**config.mk**
```make
export PLATFORM = sky130hd
export DESIGN_NAME = decode_queue
export DESIGN_NICKNAME = d
export VERILOG_FILES = /design/src/rtl/decode_queue.sv
export SDC_FILE = /design/constraint.sdc
export NUM_CORES = 1
export LEC_CHECK = 0
export CORE_MARGIN = 10
export CORE_UTILIZATION = 50
export CTS_BUF_LIST = sky130_fd_sc_hd__clkbuf_16
export CTS_CLUSTER_DIAMETER = 120
export DETAILED_ROUTE_END_ITERATION = 8
export HOLD_SLACK_MARGIN = 0.12
export PLACE_DENSITY_LB_ADDON = 0.08
export SLEW_MARGIN = 10
export SYNTH_ARGS = -nofsm -noshare
export SYNTH_HDL_FRONTEND = slang
export SYNTH_SLANG_ARGS = --single-unit
```
**constraint.sdc**
```tcl
create_clock -name clk -period 2.7 [get_ports clk]
set_input_delay 0.81 -clock clk [delete_from_list [all_inputs] [get_ports clk]]
set_output_delay 0.81 -clock clk [all_outputs]
set_load 0.05 [all_outputs]
```
**src/rtl/decode_queue.sv**
```systemverilog
`default_nettype none
// ============================================================================
//  Module     : decode_queue
//  Description: DEPTH-entry {pc, inst} FIFO feeding a registered RV32I decode
//               bundle; serialises control transfers and supports flush.
//  Revision   : 1.0 - initial release
// ============================================================================
module decode_queue #(
    parameter int XLEN      = 32,
    parameter int DEPTH     = 4,
    parameter int HOLD_CTRL = 1
) (
    input  logic            clk,
    input  logic            rst_n,
    input  logic            in_valid,
    output logic            in_ready,
    input  logic [31:0]     in_inst,
    input  logic [XLEN-1:0] in_pc,
    output logic            out_valid,
    input  logic            out_ready,
    output logic [XLEN-1:0] out_pc,
    output logic [2:0]      out_ex_unit,
    output logic [4:0]      out_op,
    output logic [XLEN-1:0] out_imm,
    output logic            out_imm_en,
    output logic            out_pc_en,
    output logic [2:0]      out_width,
    output logic [1:0]      out_rs_en,
    output logic [4:0]      out_rs1,
    output logic [4:0]      out_rs2,
    output logic [4:0]      out_rd,
    output logic            out_rd_en,
    output logic            out_illegal,
    input  logic            flush,
    input  logic            resolve_valid,
    input  logic            resolve_redir,
    output logic            busy_hold
);
    localparam int                c_ptr_w = $clog2(DEPTH);
    localparam logic [c_ptr_w:0]  c_depth = (c_ptr_w + 1)'(DEPTH);

    localparam logic [2:0] c_ex_err_unit = 3'd0, c_ex_alu_unit = 3'd1,
                           c_ex_bru_unit = 3'd2, c_ex_lsu_unit = 3'd3;
    localparam logic [4:0] c_alu_nop = 5'd0,  c_alu_add = 5'd1,  c_alu_sub = 5'd2,
                           c_alu_sll = 5'd3,  c_alu_slt = 5'd4,  c_alu_sltu = 5'd5,
                           c_alu_xor = 5'd6,  c_alu_srl = 5'd7,  c_alu_sra = 5'd8,
                           c_alu_or  = 5'd9,  c_alu_and = 5'd10, c_op_jal  = 5'd11,
                           c_op_jalr = 5'd12, c_op_beq  = 5'd13, c_op_bne  = 5'd14,
                           c_op_blt  = 5'd15, c_op_bge  = 5'd16, c_op_bltu = 5'd17,
                           c_op_bgeu = 5'd18, c_op_load = 5'd19, c_op_loadu = 5'd20,
                           c_op_store = 5'd21;

    typedef enum logic [0:0] {ST_RUN = 1'b0, ST_HOLD = 1'b1} state_t;

    state_t              r_state;
    logic [XLEN-1:0]     r_pc_mem   [DEPTH];
    logic [31:0]         r_inst_mem [DEPTH];
    logic [c_ptr_w-1:0]  r_wr_ptr, r_rd_ptr;
    logic [c_ptr_w:0]    r_count;

    logic w_redir, w_push, w_load, w_is_ctrl;
    logic [31:0]     w_inst;
    logic [2:0]      w_ex, w_width;
    logic [4:0]      w_op, w_rs1, w_rs2, w_rd;
    logic [XLEN-1:0] w_imm;
    logic            w_imm_en, w_pc_en, w_rd_en, w_illegal;
    logic [1:0]      w_rs_en;

    assign in_ready  = rst_n && (r_count < c_depth) && !flush;
    assign busy_hold = (r_state == ST_HOLD);
    assign w_redir   = (r_state == ST_HOLD) && resolve_valid && resolve_redir;
    assign w_push    = in_valid && in_ready && !w_redir;
    assign w_load    = (r_count != '0) && (r_state == ST_RUN) && (!out_valid || out_ready);
    assign w_inst    = r_inst_mem[r_rd_ptr];
    assign w_is_ctrl = (w_ex == c_ex_bru_unit);

    always_comb begin
        w_ex = c_ex_alu_unit;  w_op = c_alu_nop;   w_imm = '0;
        w_imm_en = 1'b0;       w_pc_en = 1'b0;     w_width = 3'd0;
        w_rs_en = 2'b00;       w_rd_en = 1'b0;     w_illegal = 1'b0;
        w_rs1 = w_inst[19:15]; w_rs2 = w_inst[24:20]; w_rd = w_inst[11:7];
        case (w_inst[6:0])
            7'b0010011, 7'b0110011: begin
                w_rd_en  = 1'b1;
                w_imm_en = !w_inst[5];
                w_rs_en  = w_inst[5] ? 2'b11 : 2'b01;
                w_imm    = XLEN'($signed(w_inst[31:20]));
                case (w_inst[14:12])
                    3'b000: w_op = (w_inst[5] && w_inst[30]) ? c_alu_sub : c_alu_add;
                    3'b001: w_op = c_alu_sll;
                    3'b010: w_op = c_alu_slt;
                    3'b011: w_op = c_alu_sltu;
                    3'b100: w_op = c_alu_xor;
                    3'b101: w_op = w_inst[30] ? c_alu_sra : c_alu_srl;
                    3'b110: w_op = c_alu_or;
                    default: w_op = c_alu_and;
                endcase
                // Shift amounts are zero-extended; funct7 must be 0 apart from bit 30
                if (w_inst[13:12] == 2'b01) begin
                    if (!w_inst[5]) w_imm = XLEN'(w_inst[24:20]);
                    if ({w_inst[31], w_inst[29:25]} != 6'd0) w_illegal = 1'b1;
                    if (!w_inst[14] && w_inst[30]) w_illegal = 1'b1;
                end else if (w_inst[5]) begin
                    if ({w_inst[31], w_inst[29:25]} != 6'd0) w_illegal = 1'b1;
                    if (w_inst[30] && w_inst[14:12] != 3'b000) w_illegal = 1'b1;
                end
            end
            7'b0110111, 7'b0010111: begin
                w_op = c_alu_add; w_imm_en = 1'b1; w_rd_en = 1'b1;
                w_pc_en = !w_inst[5];
                w_rs1 = 5'd0;
                w_imm = XLEN'($signed({w_inst[31:12], 12'b0}));
            end
            7'b1101111: begin
                w_ex = c_ex_bru_unit; w_op = c_op_jal; w_imm_en = 1'b1; w_rd_en = 1'b1;
                w_imm = XLEN'($signed({w_inst[31], w_inst[19:12], w_inst[20], w_inst[30:21], 1'b0}));
            end
            7'b1100111: begin
                w_ex = c_ex_bru_unit; w_op = c_op_jalr; w_imm_en = 1'b1; w_rd_en = 1'b1;
                w_rs_en = 2'b01;
                w_imm = XLEN'($signed(w_inst[31:20]));
                if (w_inst[14:12] != 3'b000) w_illegal = 1'b1;
            end
            7'b1100011: begin
                w_ex = c_ex_bru_unit; w_rs_en = 2'b11;
                w_imm = XLEN'($signed({w_inst[31], w_inst[7], w_inst[30:25], w_inst[11:8], 1'b0}));
                case (w_inst[14:12])
                    3'b000: w_op = c_op_beq;
                    3'b001: w_op = c_op_bne;
                    3'b100: w_op = c_op_blt;
                    3'b101: w_op = c_op_bge;
                    3'b110: w_op = c_op_bltu;
                    3'b111: w_op = c_op_bgeu;
                    default: w_illegal = 1'b1;
                endcase
            end
            7'b0000011, 7'b0100011: begin
                w_ex = c_ex_lsu_unit; w_imm_en = 1'b1;
                w_width = 3'd1 << w_inst[13:12];
                if (w_inst[13:12] == 2'b11) w_illegal = 1'b1;
                if (w_inst[5]) begin
                    w_op = c_op_store; w_rs_en = 2'b11;
                    w_imm = XLEN'($signed({w_inst[31:25], w_inst[11:7]}));
                    if (w_inst[14]) w_illegal = 1'b1;
                end else begin
                    w_op = w_inst[14] ? c_op_loadu : c_op_load;
                    w_rs_en = 2'b01; w_rd_en = 1'b1;
                    w_imm = XLEN'($signed(w_inst[31:20]));
                end
            end
            default: w_illegal = 1'b1;
        endcase
        // An illegal bundle carries nothing but the error marker
        if (w_illegal) begin
            w_ex = c_ex_err_unit; w_op = c_alu_nop; w_imm = '0; w_imm_en = 1'b0;
            w_pc_en = 1'b0; w_width = 3'd0; w_rs_en = 2'b00; w_rd_en = 1'b0;
            w_rs1 = 5'd0; w_rs2 = 5'd0; w_rd = 5'd0;
        end
    end

    always_ff @(posedge clk) begin
        if (w_push) begin
            r_pc_mem[r_wr_ptr]   <= in_pc;
            r_inst_mem[r_wr_ptr] <= in_inst;
        end
    end

    always_ff @(posedge clk or negedge rst_n) begin
        if (!rst_n) begin
            r_state <= ST_RUN;   r_wr_ptr <= '0;   r_rd_ptr <= '0;   r_count <= '0;
            out_valid <= 1'b0;   out_pc <= '0;     out_ex_unit <= c_ex_err_unit;
            out_op <= c_alu_nop; out_imm <= '0;    out_imm_en <= 1'b0;
            out_pc_en <= 1'b0;   out_width <= 3'd0; out_rs_en <= 2'b00;
            out_rs1 <= 5'd0;     out_rs2 <= 5'd0;  out_rd <= 5'd0;
            out_rd_en <= 1'b0;   out_illegal <= 1'b0;
        end else if (flush) begin
            r_state <= ST_RUN;   r_wr_ptr <= '0;   r_rd_ptr <= '0;   r_count <= '0;
            out_valid <= 1'b0;
        end else begin
            if (w_redir) begin
                r_wr_ptr <= '0; r_rd_ptr <= '0; r_count <= '0;
            end else begin
                if (w_push) r_wr_ptr <= r_wr_ptr + 1'b1;
                if (w_load) r_rd_ptr <= r_rd_ptr + 1'b1;
                case ({w_push, w_load})
                    2'b10:   r_count <= r_count + 1'b1;
                    2'b01:   r_count <= r_count - 1'b1;
                    default: r_count <= r_count;
                endcase
            end
            if (w_load) begin
                out_valid <= 1'b1;   out_pc <= r_pc_mem[r_rd_ptr];
                out_ex_unit <= w_ex; out_op <= w_op;   out_imm <= w_imm;
                out_imm_en <= w_imm_en; out_pc_en <= w_pc_en; out_width <= w_width;
                out_rs_en <= w_rs_en; out_rs1 <= w_rs1; out_rs2 <= w_rs2;
                out_rd <= w_rd;       out_rd_en <= w_rd_en; out_illegal <= w_illegal;
                if (HOLD_CTRL != 0 && w_is_ctrl) r_state <= ST_HOLD;
            end else if (out_ready) begin
                out_valid <= 1'b0;
            end
            if (r_state == ST_HOLD && resolve_valid) r_state <= ST_RUN;
        end
    end
endmodule
`default_nettype wire
```
==> results of run 1 <==
power by group:
| part | internal [mW] | switching [mW] | total [mW] |
|---|---|---|---|
| clock network | 2.69 | 2.01 | 4.70 |
| logic | 2.13 | 3.14 | 5.26 |
| registers | 6.42 | 0.284 | 6.71 |
| total | 11.2 | 5.43 | 16.7 |
registers in the layout (all words and copies together), names as in the netlist:
register     cells
out_width        3
r_rd_ptr         2
out_rs1          5
out_valid        1
r_inst_mem     128
out_ex_unit      2
r_pc_mem       128
out_rd           5
busy_hold        1
r_count          3
out_pc          32
out_rs2          5
out_imm_en       1
out_imm         32
out_rd_en        1
out_illegal      1
out_pc_en        1
out_op           5
r_wr_ptr         2
out_rs_en        2
routing by layer:
layer	wire (um)	vias to the layer above	track usage (%)
met5	7	-	0
met4	425	2	4.19
met3	1880	31	4.06
met2	15500	230	29.4
met1	13700	4090	24.2
li1	-	3690	-
synthesized netlist by cell type (8+ instances only):
cell      number
a22o_1        18
edfxtp_1     256
buf_2         11
clkbuf_1      23
nor2_1        19
nand2_1      144
dfrtp_1      104
mux4_2        63
a21oi_1       27
o21ai_0        8
o21ai_1       29
a32o_1        11
buf_1          8
repair_timing:
item                                    4_1_cts  5_1_grt
cloned                                        0        0
resized for setup                             1       13
endpoints found under the setup margin       54       60
buffers inserted                              0        7
endpoints found under the hold margin         0        0
pin swaps                                     0        4
final cells by class:
cell class                      instances  area (um^2)  area share, %
Sequential cell                       360        10300           56.7
Multi-Input combinational cell        412         3510           19.3
Timing Repair Buffer                  264         2720           15.0
Clock buffer                           37          926           5.10
Tap cell                              378          473           2.61
Clock inverter                         29          194           1.07
Inverter                                7         26.3          0.145
Antenna cell                            2         5.00         0.0276
layout by cell type, fill, tap and decap left out, types with 25 or more instances in the layout:
master | netlist | final
a21oi_1 | 27 | 27
buf_12 | 0 | 25
buf_4 | 2 | 71
clkbuf_16 | 0 | 37
clkdlybuf4s50_1 | 0 | 166
dfrtp_1 | 104 | 102
edfxtp_1 | 256 | 256
mux4_2 | 63 | 63
nand2_1 | 144 | 144
o21ai_1 | 29 | 29
cells by family (layout without fill, tap and decap cells):
family	after synthesis	in the layout
adder cells (fa/ha/maj)	6	6
buffers and inverters	54	337
AND/OR/NAND/NOR	209	209
XOR/XNOR	5	5
other	1	3
flip-flops	360	360
AO/OA/AOI/OAI	126	126
multiplexers	65	65
worst max-delay path by stage:
stage                                         end  cells after the start  slack [ps]               startpoint
after global placement     r_count[2]$_DFFE_PN0P_                     10        -280                    flush
after floorplan            r_count[2]$_DFFE_PN0P_                      9        -160                    flush
after CTS                   out_op[2]$_DFFE_PN0P_                      9          -3  r_rd_ptr[0]$_DFFE_PN0P_
after detailed placement   r_count[2]$_DFFE_PN0P_                     10        -310                    flush
final                     out_imm[29]$_DFFE_PN0P_                     10          50  r_rd_ptr[0]$_DFFE_PN0P_
after global routing       out_imm[3]$_DFFE_PN0P_                     11         -60  r_rd_ptr[0]$_DFFE_PN0P_
worst max-delay path, cell delays in order (launching register included):
cell,delay [ps]
dfrtp_4,520
buf_12,160
buf_12,120
mux4_2,490
xor2_1,190
o21a_1,190
o221ai_2,230
buf_4,180
o2111ai_4,130
buf_12,200
o21ai_1,140
metrics by stage:
stage	cell area, um^2	util, %
after floorplan	14000	-
after global placement	16900	61.2
after detailed placement	16900	61.2
after CTS	18000	65.3
after global routing	18100	65.7
final	18100	65.7
==> impl_metrics.ini, run 1 <==
[sta]
fmax_mhz = 378
finalCriticalPeriod_ps = 2650
post-route-period-util_pct = 98.0
slew_violations = 0
grt_setup_unrepaired = yes
timing.hold.ws_ps = 430
tightest_slew_ps = 925
hold_viol_final = 0
clock_skew_ps = 16.1
worst_slack_ps = 53.6
setup-tns-final_ps = 0
finalSetupViolations = 0
slew_headroom_pct = 38.3

[clock_network]
cts.clk_slew.worst_paths_ps = 60
cts_hold_buf = 0
cts-buffers-inserted = 36
clock_path_buffers = 3
clkSinkCount = 360
htreeDepth = 2
clk_latency_ps = 520
cts_tree = yes
cts_root_buf = clkbuf_16

[route]
route.vias.total = 8043
dr.pass1.iters = 4
routedWlPerCell_um = 21.2
drtAntennaViolNets = 0
vias_per_cell = 5.40
drt_iter0_drc = 556
drc_errors = 0
drt-total-wl_um = 31600

[synth]
syn-cell-area_um2 = 13900
syn_avg_cell_area_um2 = 16.9
synth.distinct_cells = 57
ys.warnings.count = 0
ys_ff_latch = 360
ys_top_cells_by_area = edfxtp_1 55%, dfrtp_1 19%, mux4_2 10%, nand2_1 3.9%, a22o_1 1.1%
yosys.area.top_type = edfxtp_1
ys_async_sr_fraction_pct = 28.9
postSynthCellCount = 826
synth_edf_count = 256
ys.flop_type = edfxtp_1
synth-xor-area-share_pct = 0.315
synth_top_area_share_pct = 55.2
synthMuxAreaShare_pct = 10.3
synth_top_family_by_area = multiplexers
synth_simple_gate_area_share_pct = 6.73
synth-compound-area-share_pct = 6.31
synth_fp_nets = 903
ys_seq_area_share_pct = 73.9
synthAdderAreaFrac_pct = 0.593

[setup_path]
r2r_end = out_imm[29]$_DFFE_PN0P_
reg2reg_depth = 10
critPathKind = flip-flop to flip-flop
worstReg2RegStart = r_rd_ptr[0]$_DFFE_PN0P_
worstPathArrival_ps = 3080
required_ps = 3140
worstSetupStartpointType = flip-flop
setup.reg_to_reg.worst_slack_ps = 50
worstPathMaxFanout = 28
end_kind = flip-flop

[placement]
gp_congestion = 0.829
io_buffers = 168
hpwl_um = 22000
pre_cts_slack_ps = -311
dpl.cell_count = 1414

[cells_and_area]
num-nets-final = 1158
fillers = 1943
fin_cells = 1489
areaGrowthSynthToFinish_pct = 30.3
final_layout_size_suffix_gt1_share_pct = 22.1

[global_routing]
grt_antenna_before_repair = 1
first_global_vias = 8563
grt_pass1_wl_um = 49900
grt_usage_pct = 18.0
overflow = 0
grt_max_degree = 72

[power_and_ir_drop]
leakage_nw = 6.62
ir_drop_mv = 0.655
finalPower_mw = 16.7
p_per_area_nw_per_um2 = 918

[floorplan]
fp.dieW_um = 187
core-area_um2 = 27600
die_h_um = 187
row_count = 61
die-area_um2 = 34900
initial_core_util_pct = 50.4
io_pins = 170

[outcome]
status = finished, final reports clean

[hold_path]
min_path_type = input port to async pin

[flow_run]
maxCapViolCount = 0
No activity file was read; power rests on OpenSTA's default activity.
==> run 2: changes to the inputs <==
--- a/config.mk
+++ b/config.mk
@@ -9,9 +9,11 @@
 export CORE_UTILIZATION = 50
 export CTS_BUF_LIST = sky130_fd_sc_hd__clkbuf_16
 export CTS_CLUSTER_DIAMETER = 120
+export CTS_CLUSTER_SIZE = 14
 export DETAILED_ROUTE_END_ITERATION = 8
 export HOLD_SLACK_MARGIN = 0.12
 export PLACE_DENSITY_LB_ADDON = 0.08
+export SKIP_LAST_GASP = 1
 export SLEW_MARGIN = 10
 export SYNTH_ARGS = -nofsm -noshare
 export SYNTH_HDL_FRONTEND = slang
==> impl_metrics.ini, run 2 (synthesis results as in run 1) <==
[sta]
hold_viol_final = 0
finalCriticalPeriod_ps = 2670
timing.hold.ws_ps = 398
slew_violations = 0
post-route-period-util_pct = 99.1
setup-tns-final_ps = 0
finalSetupViolations = 0
clock_skew_ps = 11.5
tightest_slew_ps = 920
slew_headroom_pct = 38.7
grt_setup_unrepaired = yes
fmax_mhz = 374

[clock_network]
cts_tree = yes
cts_root_buf = clkbuf_16
htreeDepth = 1
clk_latency_ps = 550
clkSinkCount = 360
cts.clk_slew.worst_paths_ps = 70
clock_path_buffers = 3
cts-buffers-inserted = 29

[floorplan]
die-area_um2 = 34900
fp.dieW_um = 187
row_count = 61
core-area_um2 = 27600
io_pins = 170
initial_core_util_pct = 50.4
die_h_um = 187

[setup_path]
critPathSlowestCell = dfrtp_4
end_kind = flip-flop
max_stage_delay_ps = 530
worstPathMaxFanout = 28
worstPathArrival_ps = 3150
worstSetupStartpointType = flip-flop
critical_path.most_common_cell = buf_12
cp_cell_sequence = buf_12 -> buf_12 -> mux4_2 -> xor2_1 -> o21a_1 -> o221ai_2 -> buf_4 -> o2111ai_2 -> buf_12 -> o21ai_1
required_ps = 3170
critPathKind = flip-flop to flip-flop

[cells_and_area]
fin_util_pct = 64.7
fillers = 1999
largestRegisters = r_inst_mem x128, r_pc_mem x128
num-nets-final = 1151
final_layout_size_suffix_gt1_share_pct = 20.2
final_common_cell = edfxtp_1
areaGrowthSynthToFinish_pct = 28.4
final_cell_mix = 256 x edfxtp_1, 166 x clkdlybuf4s50_1, 144 x nand2_1

[flow_run]
maxCapViolCount = 0

[route]
route.vias.total = 7972
drtAntennaViolNets = 0
drc_errors = 0
vias_per_cell = 5.40
drt-total-wl_um = 31400
drt_iter0_drc = 552
dr.pass1.iters = 5
routedWlPerCell_um = 21.3

[global_routing]
grt_pass1_wl_um = 49700
grt_max_degree = 72
grt_usage_pct = 17.8
overflow = 0
first_global_vias = 8417
grt_antenna_before_repair = 1

[hold_path]
min_path_type = input port to async pin

[placement]
hpwl_um = 22000
io_buffers = 168
gp_congestion = 0.829

[power_and_ir_drop]
p_per_area_nw_per_um2 = 883
finalPower_mw = 15.8
ir_drop_mv = 0.576
leakage_nw = 6.53

[outcome]
status = finished, final reports clean
==> run 2: metrics by stage <==
step	cell area, um^2	std cells	setup slack, ps
after floorplan	14000	826	-163
after global placement	16900	1414	-280
after detailed placement	16900	1414	-311
after CTS	17800	1468	2.72
after global routing	17900	1475	-85.8
final	17900	1477	25.3
==> run 2: final cells by class <==
cell class / instances / area, um^2 / share of cell area, %
diodes: 2 / 5.00 / 0.0280
clock buffers: 30 / 751 / 4.20
well taps: 378 / 473 / 2.65
inverters: 7 / 26.3 / 0.147
flip-flops and latches: 360 / 10300 / 57.6
multi-input cells: 412 / 3490 / 19.5
clock inverters: 24 / 95.1 / 0.532
repair buffers: 264 / 2740 / 15.3
==> run 2: power breakdown <==
| group | internal (mW) | switching [mW] |
|---|---|---|
| registers | 6.42 | 0.284 |
| logic | 2.12 | 3.13 |
| clock network | 1.99 | 1.83 |
| total | 10.5 | 5.24 |
==> run 2: path summary, 6_finish.rpt <==
check,from,end,slack (ps),cells after the start
max,r_rd_ptr[0]$_DFFE_PN0P_,out_op[2]$_DFFE_PN0P_,30,10
min,rst_n,out_pc[19]$_DFFE_PN0P_,400,2
max reg2reg,r_rd_ptr[0]$_DFFE_PN0P_,out_op[2]$_DFFE_PN0P_,30,10
min reg2reg,out_pc[8]$_DFFE_PN0P_,out_pc[8]$_DFFE_PN0P_,480,2
max in group asynchronous,rst_n,out_op[1]$_DFFE_PN0P_,990,3
min in group clk,out_pc[8]$_DFFE_PN0P_,out_pc[8]$_DFFE_PN0P_,480,2
==> run 2: critical path: cells and delay by family, from the launching register on <==
kind                      cells  cell delay (ps)
muxes                         1              490
DFF                           1              530
AOI/OAI and AO/OA             4              700
buffers and inverters         4              660
xor gates and xnor gates      1              190
==> run 2: routing by layer <==
layer  wire, um  GRT usage (%)  vias to the layer above
met5          7              0                        -
met4        438           3.29                        2
met3       1840           3.97                       38
met2      15200           29.0                      217
met1      14000           24.4                     4042
li1           -              -                     3673
==> run 2: repair_timing <==
action / 4_1_cts / 5_1_grt
endpoints found under the setup margin: 55 / 57
resized for setup: 4 / 7
hold endpoints to repair: 0 / 0
hold buffers: 0 / 0
setup buffers: 0 / 6
cloned: 0 / 1
pin swaps: 0 / 3
==> run 3: changes to the inputs <==
--- a/config.mk
+++ b/config.mk
@@ -5,6 +5,7 @@
 export SDC_FILE = /design/constraint.sdc
 export NUM_CORES = 1
 export LEC_CHECK = 0
+export ABC_AREA = 1
 export CORE_MARGIN = 10
 export CORE_UTILIZATION = 50
 export CTS_BUF_LIST = sky130_fd_sc_hd__clkbuf_16
==> impl_metrics.ini, run 3 <==
[synth]
synth_edf_count = 256
synth.distinct_cells = 41
ys.warnings.count = 0
ys_top_cells_by_area = edfxtp_1 53%, dfrtp_1 18%, nand2_1 9.3%, o21ai_0 3.3%, nor2_1 2.7%
synth_fp_nets = 1353
ys.flop_type = edfxtp_1
synth_most_common_cell = nand2_1
syn_avg_cell_area_um2 = 11.4
synth_top_area_share_pct = 53.0
netlist_top_cells_count = 358 x nand2_1, 256 x edfxtp_1, 106 x nor2_1
postSynthCellCount = 1276
syn-cell-area_um2 = 14500
ys_async_sr_fraction_pct = 28.9
ys_ff_latch = 360
ys_seq_area_share_pct = 70.9
yosys.area.top_type = edfxtp_1

[floorplan]
die-area_um2 = 36200
core-area_um2 = 28700
fp.dieW_um = 190
die_h_um = 190
initial_core_util_pct = 50.5
row_count = 62
io_pins = 170

[route]
routedWlPerCell_um = 18.7
dr.pass1.iters = 5
drt_iter0_drc = 721
drc_errors = 0
drtAntennaViolNets = 0
route.vias.total = 9903
drt-total-wl_um = 35100
vias_per_cell = 5.28

[sta]
setup-tns-final_ps = 0
slew_headroom_pct = 58.2
finalSetupViolations = 0
hold_viol_final = 0
grt_setup_unrepaired = no
slew_violations = 0
tightest_slew_ps = 628
fmax_mhz = 382
clock_skew_ps = 11.7
post-route-period-util_pct = 96.9
finalCriticalPeriod_ps = 2620

[flow_run]
maxCapViolCount = 0

[placement]
dpl.cell_count = 1823
hpwl_um = 23600
io_buffers = 168
place_area_um2 = 17100
gp_congestion = 0.927

[setup_path]
setup.reg_to_reg.worst_slack_ps = 210
crit_family = buffers and inverters
worstPathMaxFanout = 2
critical_path_buf_inv_count = 1
reg2reg_depth = 12
critPathKind = flip-flop to output pin
worstReg2RegStart = r_rd_ptr[0]$_DFFE_PN0P_
cp_cell_sequence = clkdlybuf4s50_1
worstSetupStartpointType = flip-flop
r2r_end = out_imm[22]$_DFFE_PN0P_
critPathSlowestCell = clkdlybuf4s50_1
max_stage_delay_ps = 840
worstPathArrival_ps = 1810
end_kind = output pin
required_ps = 1890

[cells_and_area]
final_common_cell = nand2_1
num-nets-final = 1547
areaGrowthSynthToFinish_pct = 23.4
fin_cells = 1876
fillers = 2291
largestRegisters = r_inst_mem x128, r_pc_mem x128
final_cell_mix = 358 x nand2_1, 256 x edfxtp_1, 165 x clkdlybuf4s50_1
fin_area_um2 = 17900
final_layout_size_suffix_gt1_share_pct = 9.19

[clock_network]
post_cts_buffers = 0
clk_latency_ps = 550
htreeDepth = 1
cts-buffers-inserted = 29
cts.clk_slew.worst_paths_ps = 70
clkSinkCount = 360
clock_path_buffers = 3
cts_tree = yes
cts_root_buf = clkbuf_16

[global_routing]
grt_pass1_wl_um = 55700
grt_usage_pct = 19.2
first_global_vias = 9867
grt_antenna_before_repair = 1
overflow = 0
grt_max_degree = 105

[power_and_ir_drop]
leakage_nw = 7.07
ir_drop_mv = 0.664
p_per_area_nw_per_um2 = 985

[hold_path]
min_path_type = input port to async pin

[outcome]
status = finished, final reports clean
-- run 3: cell count changes in the layout (fill, tap and decap cells not counted), sizes merged, moves of 34 or more --
cell	before	now
nand3	1	73
inv	31	66
o21ai	37	132
buf	97	63
nor2	19	109
o22ai	0	38
mux4	63	0
nand2	144	368
-- run 3: worst max-delay path by stage --
stage                                  startpoint                    endpoint  cells past startpoint
after global placement                      flush      r_count[2]$_DFFE_PN0P_                     10
after CTS                   busy_hold$_DFFE_PN0P_                   busy_hold                      1
after floorplan                             flush  r_inst_mem[0][0]$_DFFE_PP_                      5
final                      out_imm[1]$_DFFE_PN0P_                  out_imm[1]                      1
after global routing      r_rd_ptr[1]$_DFFE_PN0P_     out_imm[21]$_DFFE_PN0P_                     16
after detailed placement                    flush      r_count[2]$_DFFE_PN0P_                     10
-- run 3: final cells by class --
type / instances / area [um^2] / share of cell area (%)
Antenna cell: 1 / 2.50 / 0.0140
Clock buffer: 30 / 751 / 4.20
Clock inverter: 22 / 82.6 / 0.461
Inverter: 46 / 195 / 1.09
Multi-Input combinational cell: 804 / 3780 / 21.1
Sequential cell: 360 / 10300 / 57.5
Tap cell: 384 / 480 / 2.68
Timing Repair Buffer: 229 / 2310 / 12.9
-- run 3: metrics by stage --
step	utilization, %	setup WS, ps	hold WS [ps]	power (mW)
finish	62.3	83.9	373	17.6
global placement	59.4	-132	455	13.9
global route	62.3	26.7	422	18.7
CTS	62.3	61.3	444	17.8
detailed placement	59.4	-178	459	14.0
floorplan	-	-46.5	514	11.5
-- run 3: timing repair --
item	CTS	global route
endpoints found under the setup margin	1	0
hold buffers	0	0
gates resized for setup	1	0
-- run 3: logic make-up (layout without fill, tap and decap cells) --
family,Yosys count,after routing,synth area share (%)
AOI/OAI and AO/OA,226,226,8.75
xor gates and xnor gates,4,4,0.241
adders and majority gates,6,6,0.569
buffers and inverters,112,327,3.44
DFF,360,360,70.9
muxes,1,1,0.0690
other,1,2,0.0259
and+or+nand+nor,566,566,16.0
-- run 3: power by group --
part	switching [mW]	internal, mW
clock	1.80	1.98
sequential	0.299	6.45
combinational	4.88	2.22
-- run 3: routing by layer --
layer  part of all wire (%)  wire length [um]  global-route usage, %
met5                      0                 0                      0
met4                    1.8               623                   4.57
met3                    6.4              2240                   3.47
met2                     48             16900                   31.9
met1                     44             15300                   25.9
